--- src/rtl/sd_read_sched_if.sv ---
// sd_read_sched_if
//   Bundles every non-clock, non-reset signal of the SD read scheduler.
//   slave  : the scheduler itself (requests and SD handshakes in, grants and
//            SD controls out).
//   master : the surrounding logic (requesters plus SD SPI controller).
//   Signals:
//     req[1:0], addr0, addr1    requester side: level requests and block addresses
//     gnt, done, err [1:0]      requester side: one-hot grant, completion, timeout
//     sd_init / init_ok         controller initialisation handshake
//     sd_ren / sd_addr /
//     sd_rd_done                block read handshake
//     sd_release                returns the controller to idle (its fifo_busy)
//     init_fail, busy           status
interface sd_read_sched_if #(
    parameter int ADDR_W = 32
);
    logic [1:0]        req;
    logic [ADDR_W-1:0] addr0;
    logic [ADDR_W-1:0] addr1;
    logic [1:0]        gnt;
    logic [1:0]        done;
    logic [1:0]        err;
    logic              sd_init;
    logic              init_ok;
    logic              sd_ren;
    logic [ADDR_W-1:0] sd_addr;
    logic              sd_rd_done;
    logic              sd_release;
    logic              init_fail;
    logic              busy;

    modport master (
        output req, addr0, addr1, init_ok, sd_rd_done,
        input  gnt, done, err, sd_init, sd_ren, sd_addr, sd_release, init_fail, busy
    );

    modport slave (
        input  req, addr0, addr1, init_ok, sd_rd_done,
        output gnt, done, err, sd_init, sd_ren, sd_addr, sd_release, init_fail, busy
    );
endinterface

--- src/rtl/sd_read_sched.sv ---
// sd_read_sched
//   Sequences an SD card SPI controller: runs card initialisation once after
//   reset, then arbitrates CMD17 block reads between two requesters
//   (port 0 = UART command path, port 1 = prefetch engine), one read at a
//   time. Every initialisation and read is supervised by a timeout; after
//   each one, sd_release is held for REL_CYC cycles to return the controller
//   to idle.
//   Ports:
//     clk  system clock
//     rst  asynchronous, active-high reset
//     bus  sd_read_sched_if.slave (requester and SD controller handshakes)
//   All SD-side inputs are already synchronous to clk.
module sd_read_sched #(
    parameter logic [23:0] INIT_TIMEOUT = 24'd5_000_000,
    parameter logic [23:0] RD_TIMEOUT   = 24'd1_000_000,
    parameter logic [3:0]  REL_CYC      = 4'd8,
    parameter int          ADDR_W       = 32
) (
    input  logic           clk,
    input  logic           rst,
    sd_read_sched_if.slave bus
);

    typedef enum logic [2:0] {
        S_INIT,
        S_INIT_WAIT,
        S_IDLE,
        S_ISSUE,
        S_WAIT_DONE,
        S_RELEASE,
        S_FAIL
    } state_t;

    state_t            state;
    logic [23:0]       tmr;
    logic              cur;      // index of the requester being served
    logic              rr_last;  // index granted most recently
    logic [ADDR_W-1:0] addr_q;

    logic [1:0]        gnt_q;
    logic [1:0]        done_q;
    logic [1:0]        err_q;
    logic              sd_init_q;
    logic              sd_ren_q;
    logic              sd_release_q;
    logic              init_fail_q;
    logic              busy_q;

    logic [23:0]       tmr_dec;
    logic              pick;

    function automatic logic [1:0] onehot(input logic idx);
        return idx ? 2'b10 : 2'b01;
    endfunction

    // Timer steps down by one per cycle and sticks at zero.
    assign tmr_dec = (tmr == 24'd0) ? 24'd0 : tmr - 24'd1;

    // Winner selection: a lone requester wins outright; with both requesting,
    // the one not served last time wins.
    // NOTE: every variable written in always_comb gets a default first, so no
    // path through the block can leave it holding a stale value (a latch).
    always_comb begin
        pick = 1'b0;
        case (bus.req)
            2'b10:   pick = 1'b1;
            2'b11:   pick = ~rr_last;
            default: pick = 1'b0;
        endcase
    end

    // NOTE: sequential state uses non-blocking assignments only, so every
    // right-hand side below reads the pre-edge value of each register.
    always_ff @(posedge clk or posedge rst) begin
        if (rst) begin
            state        <= S_INIT;
            tmr          <= 24'd0;
            cur          <= 1'b0;
            rr_last      <= 1'b1;
            addr_q       <= '0;
            gnt_q        <= 2'b00;
            done_q       <= 2'b00;
            err_q        <= 2'b00;
            sd_init_q    <= 1'b0;
            sd_ren_q     <= 1'b0;
            sd_release_q <= 1'b0;
            init_fail_q  <= 1'b0;
            busy_q       <= 1'b0;
        end else begin
            // done and err are single-cycle pulses.
            done_q <= 2'b00;
            err_q  <= 2'b00;

            case (state)
                S_INIT: begin
                    sd_init_q <= 1'b1;
                    busy_q    <= 1'b1;
                    tmr       <= INIT_TIMEOUT;
                    state     <= S_INIT_WAIT;
                end

                S_INIT_WAIT: begin
                    tmr <= tmr_dec;
                    // Success is tested first so it wins over a simultaneous expiry.
                    if (bus.init_ok) begin
                        sd_init_q    <= 1'b0;
                        sd_release_q <= 1'b1;
                        tmr          <= 24'(REL_CYC);
                        state        <= S_RELEASE;
                    end else if (tmr == 24'd0) begin
                        sd_init_q   <= 1'b0;
                        init_fail_q <= 1'b1;
                        state       <= S_FAIL;
                    end
                end

                S_IDLE: begin
                    if (bus.req != 2'b00) begin
                        cur     <= pick;
                        rr_last <= pick;
                        addr_q  <= pick ? bus.addr1 : bus.addr0;
                        gnt_q   <= onehot(pick);
                        busy_q  <= 1'b1;
                        state   <= S_ISSUE;
                    end
                end

                S_ISSUE: begin
                    sd_ren_q <= 1'b1;
                    tmr      <= RD_TIMEOUT;
                    state    <= S_WAIT_DONE;
                end

                S_WAIT_DONE: begin
                    tmr <= tmr_dec;
                    if (bus.sd_rd_done || tmr == 24'd0) begin
                        sd_ren_q     <= 1'b0;
                        sd_release_q <= 1'b1;
                        tmr          <= 24'(REL_CYC);
                        state        <= S_RELEASE;
                        // Completion wins over a simultaneous expiry.
                        if (bus.sd_rd_done) done_q <= onehot(cur);
                        else                err_q  <= onehot(cur);
                    end
                end

                S_RELEASE: begin
                    // Entered with tmr = REL_CYC; leaving when it reaches 1
                    // keeps sd_release high for exactly REL_CYC cycles.
                    if (tmr <= 24'd1) begin
                        sd_release_q <= 1'b0;
                        gnt_q        <= 2'b00;
                        busy_q       <= 1'b0;
                        tmr          <= 24'd0;
                        state        <= S_IDLE;
                    end else begin
                        tmr <= tmr_dec;
                    end
                end

                S_FAIL: begin
                    // Terminal: only reset leaves this state.
                    sd_init_q   <= 1'b0;
                    init_fail_q <= 1'b1;
                    busy_q      <= 1'b1;
                end

                default: begin
                    state <= S_INIT;
                end
            endcase
        end
    end

    assign bus.gnt        = gnt_q;
    assign bus.done       = done_q;
    assign bus.err        = err_q;
    assign bus.sd_init    = sd_init_q;
    assign bus.sd_ren     = sd_ren_q;
    assign bus.sd_addr    = addr_q;
    assign bus.sd_release = sd_release_q;
    assign bus.init_fail  = init_fail_q;
    assign bus.busy       = busy_q;

endmodule

--- src/flat_wrapper.sv ---
// flat-port wrapper written by rule: the top's interface ports become plain ports
module sd_read_sched_flat 
#(
    parameter logic [23:0] INIT_TIMEOUT = 24'd5_000_000,
    parameter logic [23:0] RD_TIMEOUT   = 24'd1_000_000,
    parameter logic [3:0]  REL_CYC      = 4'd8,
    parameter int          ADDR_W       = 32
)
  (clk, rst, bus_req, bus_addr0, bus_addr1, bus_init_ok, bus_sd_rd_done, bus_gnt, bus_done, bus_err, bus_sd_init, bus_sd_ren, bus_sd_addr, bus_sd_release, bus_init_fail, bus_busy);
  sd_read_sched_if #(.ADDR_W(ADDR_W)) bus_i ();
  input  logic clk;
  input  logic rst;
  input wire logic [$bits(bus_i.req)-1:0] bus_req;
  input wire logic [$bits(bus_i.addr0)-1:0] bus_addr0;
  input wire logic [$bits(bus_i.addr1)-1:0] bus_addr1;
  input wire logic [$bits(bus_i.init_ok)-1:0] bus_init_ok;
  input wire logic [$bits(bus_i.sd_rd_done)-1:0] bus_sd_rd_done;
  output wire logic [$bits(bus_i.gnt)-1:0] bus_gnt;
  output wire logic [$bits(bus_i.done)-1:0] bus_done;
  output wire logic [$bits(bus_i.err)-1:0] bus_err;
  output wire logic [$bits(bus_i.sd_init)-1:0] bus_sd_init;
  output wire logic [$bits(bus_i.sd_ren)-1:0] bus_sd_ren;
  output wire logic [$bits(bus_i.sd_addr)-1:0] bus_sd_addr;
  output wire logic [$bits(bus_i.sd_release)-1:0] bus_sd_release;
  output wire logic [$bits(bus_i.init_fail)-1:0] bus_init_fail;
  output wire logic [$bits(bus_i.busy)-1:0] bus_busy;
  assign bus_i.req = bus_req;
  assign bus_i.addr0 = bus_addr0;
  assign bus_i.addr1 = bus_addr1;
  assign bus_i.init_ok = bus_init_ok;
  assign bus_i.sd_rd_done = bus_sd_rd_done;
  assign bus_gnt = bus_i.gnt;
  assign bus_done = bus_i.done;
  assign bus_err = bus_i.err;
  assign bus_sd_init = bus_i.sd_init;
  assign bus_sd_ren = bus_i.sd_ren;
  assign bus_sd_addr = bus_i.sd_addr;
  assign bus_sd_release = bus_i.sd_release;
  assign bus_init_fail = bus_i.init_fail;
  assign bus_busy = bus_i.busy;
  sd_read_sched #(.INIT_TIMEOUT(INIT_TIMEOUT), .RD_TIMEOUT(RD_TIMEOUT), .REL_CYC(REL_CYC), .ADDR_W(ADDR_W)) u_core (.clk(clk), .rst(rst), .bus(bus_i));
endmodule
--- config.mk ---
export PLATFORM = sky130hd
export DESIGN_NAME = sd_read_sched_flat
export DESIGN_NICKNAME = d
export VERILOG_FILES = /design/src/rtl/sd_read_sched_if.sv /design/src/rtl/sd_read_sched.sv /design/src/flat_wrapper.sv
export SDC_FILE = /design/constraint.sdc
export NUM_CORES = 1
export LEC_CHECK = 0
export ABC_AREA = 1
export CORE_ASPECT_RATIO = 0.75
export CORE_MARGIN = 8
export CORE_UTILIZATION = 40
export DETAILED_ROUTE_END_ITERATION = 6
export GPL_TIMING_DRIVEN = 0
export HOLD_SLACK_MARGIN = 0.02
export PLACE_DENSITY = 0.69
export SLEW_MARGIN = 20
export SYNTH_ARGS = -nofsm -noshare
export SYNTH_HDL_FRONTEND = slang
export SYNTH_SLANG_ARGS = --single-unit
export TNS_END_PERCENT = 10
--- constraint.sdc ---
create_clock -name clk -period 2.7 [get_ports clk]
set_input_delay 0.675 -clock clk [delete_from_list [all_inputs] [get_ports clk]]
set_output_delay 0.675 -clock clk [all_outputs]
set_load 0.1 [all_outputs]
==> results.ini, run 1 <==
[global_route]
grt_pass1_vias=3684
grt_util_met2=0.290
grt_usage=0.181
grt_antenna_before_repair=0
gr-max-usage-layer=met2
overflow=0
grt_max_degree=55
grt.met3_usage=0.0476
grt_pass1_wl_um=18600
grt_use_met1=0.230

[floorplan]
die_area_mm2=0.0130
rows=31
die_height_um=101
initial_core_util=0.404
die_x_um=129
core_mm2=0.00950
top_level_ports=113

[synthesis]
synth_cell_type_count=29
ys.flop_type=dfrtp_1
synth-edff-count=0
netlist_area_mm2=0.00384
yosys-top-cells-area=dfrtp_1 (46%), nand2_1 (11%), o21ai_0 (8.0%), nor2_1 (7.7%), inv_1 (3.4%)
yosysTopAreaCell=dfrtp_1
yosysWarnings=0
synth_top_area_frac=0.463
synth_commonest_cells=nand2_1 (113), nor2_1 (79), dfrtp_1 (71)
synth.avg_cell_area_um2=7.77
synth_nets=567
syn_inst=494
synth-seq-cells=72
ys_seq_area_frac=0.470
async_flop_share=1.00
yosysMostFrequentCell=nand2_1

[worst_hold_path]
hold_path_class=flip-flop to flip-flop

[worst_setup_path]
crit_path_start_kind=flip-flop
path_cells=clkdlybuf4s50_1
worst_setup_path_end_kind=output pin
cp_data_required_time_ns=2.03
cp.arrival_ns=1.86
cp.buffers_inverters=1
slowest_stage=clkdlybuf4s50_1
critPathTopFamily=buffers and inverters
slowest_delay_ns=1.17
critPathMaxFanout=2
criticalPathCategory=flip-flop to output pin

[timing]
worstMarginPinSlew_ns=1.02
finalSetupTns_ns=0
final.setup_skew_ns=0.00682
finalCritPeriodShare=0.941
slew_headroom=0.315
finalHoldViolCount=0
finalCriticalPeriod_ns=2.54
fmax_ghz=0.394
setup_viol_count_final=0
drv_slew=0
rsz0062_at_grt=false

[clock_tree]
numCtsBuffers=9
cts_hold_buf=0
cts_tree=done
cts.sinks=72
post_cts_buffers=0
path_clk_slew_ns=0.06
cts_root_buf=clkbuf_16
cts_max_level=3
cts_buffer_depth=2
clk_latency_ns=0.34
postCtsResizedCells=0

[cells_and_area]
final_util=0.577
drive_above_1_share=0.0947
design_area_mm2=0.00549
finalNonFillerCells=755
area_growth_pct=42.9
final_nets=691
diodes=0

[placement]
dp_cells=739
gp_congestion=0.867
post-dp-hpwl_um=8660
numPortBuffers=112
placed_area_mm2=0.00515

[drt]
vias=3739
antenna_left=0
detail_route.wl_per_cell_um=15.1
wirelength_um=11400
drcViolationCount=0
firstDrtPassIters=4
vias_per_cell=4.95
drt_iter0_drc=261

[run]
maxCapViolCount=0

[outcome]
status=finished clean

-- per-stage QoR --
step | hold WS [ns] | setup slack, ns
6_report | 0.461 | 0.161
5_1_grt | 0.478 | 0.128
3_3_place_gp | 0.451 | -1.16
2_1_floorplan | 0.430 | 0.202
3_5_place_dp | 0.452 | 0.383
4_1_cts | 0.460 | 0.137
-- cells by family after synthesis --
group / after synthesis / share of synthesized area
AND/OR/NAND/NOR: 248 / 0.278
AO/OA/AOI/OAI: 104 / 0.154
flip-flops: 72 / 0.470
buffers and inverters: 54 / 0.0587
XOR/XNOR: 13 / 0.0297
adder cells (fa/ha/maj): 3 / 0.00978
-- final cells by class --
| type | count | area, um^2 |
|---|---|---|
| fill | 879 | 4020 |
| multi-input combinational | 368 | 1810 |
| clock buffer | 11 | 253 |
| timing repair buffer | 113 | 1150 |
| tap | 132 | 165 |
| buffer | 15 | 78.8 |
| inverter | 39 | 149 |
| sequential | 72 | 1800 |
| clock inverter | 5 | 78.8 |
-- cell usage in the layout (no fill, tap or decap), types with 9 or more instances in the layout --
cell type,n
clkbuf_16,9
nand2_1,113
o21ai_1,21
clkbuf_1,9
dfrtp_1,71
clkdlybuf4s50_1,112
xor2_1,9
nand3_1,24
o21ai_0,61
inv_1,34
o21ai_2,9
nor2_1,79
-- sequential cells by signal (all words and copies together), names as in the netlist --
name	count
u_core.bus.done	2
u_core.cur	1
u_core.bus.sd_ren	1
u_core.bus.sd_init	1
u_core.rr_last	1
u_core.bus.err	2
u_core.bus.gnt	2
u_core.bus.sd_addr	32
u_core.bus.sd_release	1
u_core.tmr	24
u_core.state	3
u_core.bus.init_fail	1
u_core.bus.busy	1
-- routing by layer --
layer  vias to the layer above  wire, um
met3                        13       688
met1                      1766      5250
li1                       1858         -
met5                         -         0
met4                         0       172
met2                       102      5310
-- worst paths after layout --
| path | startpoint | endpoint | depth (start not counted) | slack, ns |
|---|---|---|---|---|
| max in group asynchronous | rst | u_core.rr_last | 3 | 1.46 |
| min in group asynchronous | rst | u_core.bus.sd_addr[17] | 2 | 0.65 |
| max reg2reg | u_core.tmr[1] | u_core.tmr[14] | 10 | 0.71 |
| min | u_core.cur | u_core.bus.err[0] | 1 | 0.46 |
| min reg2reg | u_core.cur | u_core.bus.err[0] | 1 | 0.46 |
| max | u_core.bus.sd_init | bus_sd_init | 1 | 0.16 |
Power of run 1 is not shown: default switching activity piles up to over one toggle a cycle in this logic, so the estimate is an artifact.
==> inputs of run 2 (changes only) <==
==> constraint.sdc (replaced) <==
create_clock -name clk -period 2.7 [get_ports clk]
set_input_delay 0.27 -clock clk [delete_from_list [all_inputs] [get_ports clk]]
set_output_delay 0.27 -clock clk [all_outputs]
set_load 0.1 [all_outputs]
==> results of run 2 <==
The final DEF is identical to that of run 1. Status: finished clean.
Among the figures that moved: setup slack after placement 0.383 ns -> 0.711 ns; setup slack after layout 0.161 ns -> 0.566 ns; hold slack 0.461 ns -> 0.240 ns
Power of run 2 is left out for the same reason.
